File: src/rtl/alu_ctrl_pkg.sv
// Shared types and default widths for the two-requester ALU controller.
package alu_ctrl_pkg;

  localparam int DATA_W_DEF = 4;
  localparam int OP_W_DEF   = 3;
  localparam int CNT_W_DEF  = 8;

  typedef enum logic [1:0] {
    IDLE = 2'd0,
    EXEC = 2'd1,
    RESP = 2'd2
  } alu_ctrl_state_t;

  typedef struct packed {
    logic [OP_W_DEF-1:0]   op;
    logic [DATA_W_DEF-1:0] a;
    logic [DATA_W_DEF-1:0] b;
  } alu_req_t;

endpackage

File: src/rtl/rr_arb2.sv
// Two-way round-robin grant: a lone requester wins, a tie goes to the one
// that was not granted last.
module rr_arb2 (
  input  logic [1:0] valid,
  input  logic       last_grant,
  input  logic       en,
  output logic       grant_id,
  output logic       grant_vld
);

  always_comb begin
    grant_vld = en & (|valid);
    if (valid == 2'b11) grant_id = ~last_grant;
    else                grant_id = valid[1];
  end

endmodule

File: src/rtl/alu_rr_controller.sv
// Arbitrates two requesters onto one combinational ALU: operands are
// registered, the result is captured and returned on a tagged response port.
module alu_rr_controller
  import alu_ctrl_pkg::*;
#(
  parameter int DATA_W = DATA_W_DEF,
  parameter int OP_W   = OP_W_DEF,
  parameter int CNT_W  = CNT_W_DEF
) (
  input  logic              clk,
  input  logic              rst,
  input  logic              req0_valid,
  input  logic [OP_W-1:0]   req0_op,
  input  logic [DATA_W-1:0] req0_a,
  input  logic [DATA_W-1:0] req0_b,
  output logic              req0_ready,
  input  logic              req1_valid,
  input  logic [OP_W-1:0]   req1_op,
  input  logic [DATA_W-1:0] req1_a,
  input  logic [DATA_W-1:0] req1_b,
  output logic              req1_ready,
  output logic [DATA_W-1:0] alu_a,
  output logic [DATA_W-1:0] alu_b,
  output logic [OP_W-1:0]   alu_op,
  input  logic [DATA_W-1:0] alu_out,
  output logic              rsp_valid,
  output logic              rsp_id,
  output logic [DATA_W-1:0] rsp_data,
  input  logic              rsp_ready,
  output logic              busy,
  output logic [CNT_W-1:0]  ops_done
);

  alu_ctrl_state_t   state_q, state_d;
  logic [DATA_W-1:0] alu_a_q, alu_a_d;
  logic [DATA_W-1:0] alu_b_q, alu_b_d;
  logic [OP_W-1:0]   alu_op_q, alu_op_d;
  logic              grant_q, grant_d;
  logic              last_grant_q, last_grant_d;
  logic              rsp_valid_q, rsp_valid_d;
  logic              rsp_id_q, rsp_id_d;
  logic [DATA_W-1:0] rsp_data_q, rsp_data_d;
  logic [CNT_W-1:0]  ops_done_q, ops_done_d;

  logic grant_id;
  logic grant_vld;

  rr_arb2 u_arb (
    .valid      ({req1_valid, req0_valid}),
    .last_grant (last_grant_q),
    .en         (state_q == IDLE),
    .grant_id   (grant_id),
    .grant_vld  (grant_vld)
  );

  assign req0_ready = grant_vld & ~grant_id;
  assign req1_ready = grant_vld &  grant_id;

  always_comb begin
    // NOTE: every next-state value starts as a copy of its flop so no path
    // through the case leaves it unassigned (which would infer a latch).
    state_d      = state_q;
    alu_a_d      = alu_a_q;
    alu_b_d      = alu_b_q;
    alu_op_d     = alu_op_q;
    grant_d      = grant_q;
    last_grant_d = last_grant_q;
    rsp_valid_d  = rsp_valid_q;
    rsp_id_d     = rsp_id_q;
    rsp_data_d   = rsp_data_q;
    ops_done_d   = ops_done_q;

    unique case (state_q)
      IDLE: begin
        if (grant_vld) begin
          alu_a_d      = grant_id ? req1_a  : req0_a;
          alu_b_d      = grant_id ? req1_b  : req0_b;
          alu_op_d     = grant_id ? req1_op : req0_op;
          grant_d      = grant_id;
          last_grant_d = grant_id;
          state_d      = EXEC;
        end
      end
      EXEC: begin
        rsp_data_d  = alu_out;
        rsp_id_d    = grant_q;
        rsp_valid_d = 1'b1;
        state_d     = RESP;
      end
      RESP: begin
        if (rsp_ready) begin
          rsp_valid_d = 1'b0;
          ops_done_d  = ops_done_q + 1'b1;
          state_d     = IDLE;
        end
      end
      default: state_d = IDLE;
    endcase
  end

  // NOTE: state is updated with non-blocking assignments so every flop
  // samples the pre-edge values computed above.
  always_ff @(posedge clk) begin
    if (rst) begin
      state_q      <= IDLE;
      alu_a_q      <= '0;
      alu_b_q      <= '0;
      alu_op_q     <= '0;
      grant_q      <= 1'b0;
      last_grant_q <= 1'b1;
      rsp_valid_q  <= 1'b0;
      rsp_id_q     <= 1'b0;
      rsp_data_q   <= '0;
      ops_done_q   <= '0;
    end else begin
      state_q      <= state_d;
      alu_a_q      <= alu_a_d;
      alu_b_q      <= alu_b_d;
      alu_op_q     <= alu_op_d;
      grant_q      <= grant_d;
      last_grant_q <= last_grant_d;
      rsp_valid_q  <= rsp_valid_d;
      rsp_id_q     <= rsp_id_d;
      rsp_data_q   <= rsp_data_d;
      ops_done_q   <= ops_done_d;
    end
  end

  assign alu_a     = alu_a_q;
  assign alu_b     = alu_b_q;
  assign alu_op    = alu_op_q;
  assign rsp_valid = rsp_valid_q;
  assign rsp_id    = rsp_id_q;
  assign rsp_data  = rsp_data_q;
  assign busy      = (state_q != IDLE);
  assign ops_done  = ops_done_q;

endmodule
File: config.mk
export PLATFORM = sky130hd
export DESIGN_NAME = alu_rr_controller
export DESIGN_NICKNAME = d
export VERILOG_FILES = /design/src/rtl/alu_ctrl_pkg.sv /design/src/rtl/rr_arb2.sv /design/src/rtl/alu_rr_controller.sv
export SDC_FILE = /design/constraint.sdc
export NUM_CORES = 1
export LEC_CHECK = 0
export CORE_MARGIN = 2
export CORE_UTILIZATION = 40
export DETAILED_ROUTE_END_ITERATION = 7
export PLACE_DENSITY = 0.89
export SETUP_SLACK_MARGIN = 0.15
export SLEW_MARGIN = 20
export SYNTH_ARGS = -nofsm -noshare
export SYNTH_HDL_FRONTEND = slang
export SYNTH_SLANG_ARGS = --single-unit
export TNS_END_PERCENT = 10
File: constraint.sdc
create_clock -name clk -period 1.9 [get_ports clk]
set_clock_uncertainty 0.15 [all_clocks]
set_input_delay 0.285 -clock clk [delete_from_list [all_inputs] [get_ports clk]]
set_output_delay 0.285 -clock clk [all_outputs]
set_load 0.03 [all_outputs]
==> out/metrics.csv <==
metric;value;unit
synth_xor_area_frac;0.0139;
post-place-ws;-81.2;ps
critPathMaxFanout;9;
grt_pass1_wl;5270;um
core-area;3030;um2
fin_crit_sh;0.885;
synthSimpleGateAreaFrac;0.150;
dieWidth;60.2;um
grt_pass1_vias;1259;
crit_chain;nor2_4 -> buf_8 -> nand2_2 -> nor2_2 -> buf_6;
yosysTopAreaCellShare;0.460;
max_freq;0.595;GHz
clk_pin_slew;90;ps
synth-seq-area-share;0.460;
root_buffer;clkbuf_4;
power.total;1.55;mW
placedCellCount;233;
setup_viol;0;
stdcell_area;2020;um2
clk_path_buf_depth;2;
yosysMostFrequentCell;dfxtp_1;
grt.overflow.total;0;
synth_top_family_by_area;compound AO/OA/AOI/OAI gates;
critPathSlowestCell;dfxtp_2;
start_util;0.417;
powerDensity;766;nW/um2
postSynth.asyncResetShare;0;
drt_iter0_drc;37;
num_rows;20;
antenna_cells;0;
hold_path_class;in2reg;
synth_top_area_cell;dfxtp_1;
final_core_util;0.667;
setup_ws;219;ps
cts_max_level;2;
fin_hold_ws;285;ps
antenna_found_initial;0;
placed_area;1910;um2
ctsHoldBuffers;0;
peakVddDrop;0.000487;V
synthTopCellsByCount;dfxtp_1 (29), a21oi_1 (17), mux2i_1 (17), nor2_1 (16), a211oi_1 (12);
drc;0;
wl;3420;um
io_pins;59;
die_height;60.2;um
cts_buffers;5;
max_stage_delay;340;ps
firstDrtPassIters;4;
synthTopCellsByArea;dfxtp_1 (46%), mux2i_1 (13%), a211oi_1 (7.1%);
wire_per_inst;13.9;um
yosysUniqueCellTypes;28;
end_kind;output pin;
yosys_warnings;0;
fin_nets;233;
cp.arrival;1250;ps
track_usage;0.203;
ys.flop_type;dfxtp_1;
grt_max_degree;30;
syn_inst;133;
fin_tns_setup;0;ps
finalHoldViolations;0;
instances_no_fill;246;
synthAdderAreaFrac;0.00992;
relSlewSlack;0.499;
cts_tree;built;
rsz0062_at_grt;true;
cellLeakagePower;0.910;nW
insertion_delay;320;ps
fin_crit;1680;ps
cap_violations;0;
synth_compound_area_frac;0.188;
status;finished, final reports clean;
worstMarginPinSlew;749;ps
dieArea;3620;um2
area_growth;60.0;%
syn_area_per_cell;9.48;um2
synth_mux_area_frac;0.135;
slew_violations;0;
clock-sinks;29;
place_hpwl;2450;um
routed_via_density;5.16;
cp.required;1460;ps
synth_edf_count;0;
syn-num-nets;165;
numPortBuffers;58;
drive_gt1_frac;0.149;
syn_area;1260;um2
ys_ff_latch;29;
gp_congestion;0.655;
critical_path_class;reg2out;
drtAntennaViolNets;0;
startpoint_type;flop;
vias;1269;
[layer usage]
layer  vias to the layer above  wire, um  GRT usage
li1                        623         -          -
met1                       603      1230      0.186
met2                        43      1990      0.380
met3                         0       206     0.0974
met4                         0         0     0.0730
met5                         -         0          0
[area by class of cell]
cell class	instances	area (um2)
Inverter	3	11.3
Tap cell	44	55.1
Timing Repair Buffer	69	652
Clock inverter	1	5.00
Fill cell	259	1010
Multi-Input combinational cell	93	648
Sequential cell	29	582
Clock buffer	7	65.1
[cell usage in the layout, fill, tap and decap left out, types with 2 or more instances in the layout]
cell	Yosys	layout
clkdlybuf4s50_1	0	28
clkbuf_4	0	5
or3_1	2	2
inv_1	3	3
o31ai_1	2	2
nand2_1	5	4
xor2_1	2	2
o21ai_0	5	5
mux2i_1	17	17
nand4_1	2	2
dlygate4sd2_1	0	26
clkbuf_8	0	2
a211oi_1	12	12
buf_4	1	10
dfxtp_1	29	28
or4_1	2	2
nor2_1	16	14
a21oi_1	17	17
[where the power goes]
part	total (mW)	internal [mW]	switching [mW]
logic	0.437	0.202	0.235
clock network	0.425	0.214	0.211
registers	0.683	0.655	0.0284
[repair_timing]
item                                   in CTS  in global routing
setup endpoints to repair                  28                  3
cloned                                      0                  0
pin swaps                                   1                  0
resized for setup                          35                  3
endpoints found under the hold margin       0                  0
setup buffers                               0                  5
[worst max-delay path, delay by kind of cell, from the launching register on]
| family | cells | cell delay, ps |
|---|---|---|
| flops | 1 | 340 |
| simple gates | 3 | 310 |
| buf+inv | 2 | 280 |
[final timing paths]
check	from	to	slack [ps]	depth (start not counted)
worst max register to register	state_q[0]	alu_a[1]	270	4
worst min register to register	ops_done[7]	ops_done[7]	330	2
worst max-delay path	state_q[0]	req0_ready	220	5
worst min-delay path	req1_valid	last_grant_q	290	3
[kinds of logic after synthesis]
group | Yosys count
xor gates and xnor gates | 2
DFF | 29
buffers and inverters | 11
and+or+nand+nor | 35
muxes | 17
adders and majority gates | 1
AOI/OAI and AO/OA | 38
[state kept, by name, indices dropped and copies added, names as in the netlist, 2 cells and up]
signal,cells
ops_done,8
alu_a,4
alu_b,4
rsp_data,4
alu_op,3
state_q,2
Note: power is estimated with default switching activity, not from simulation.
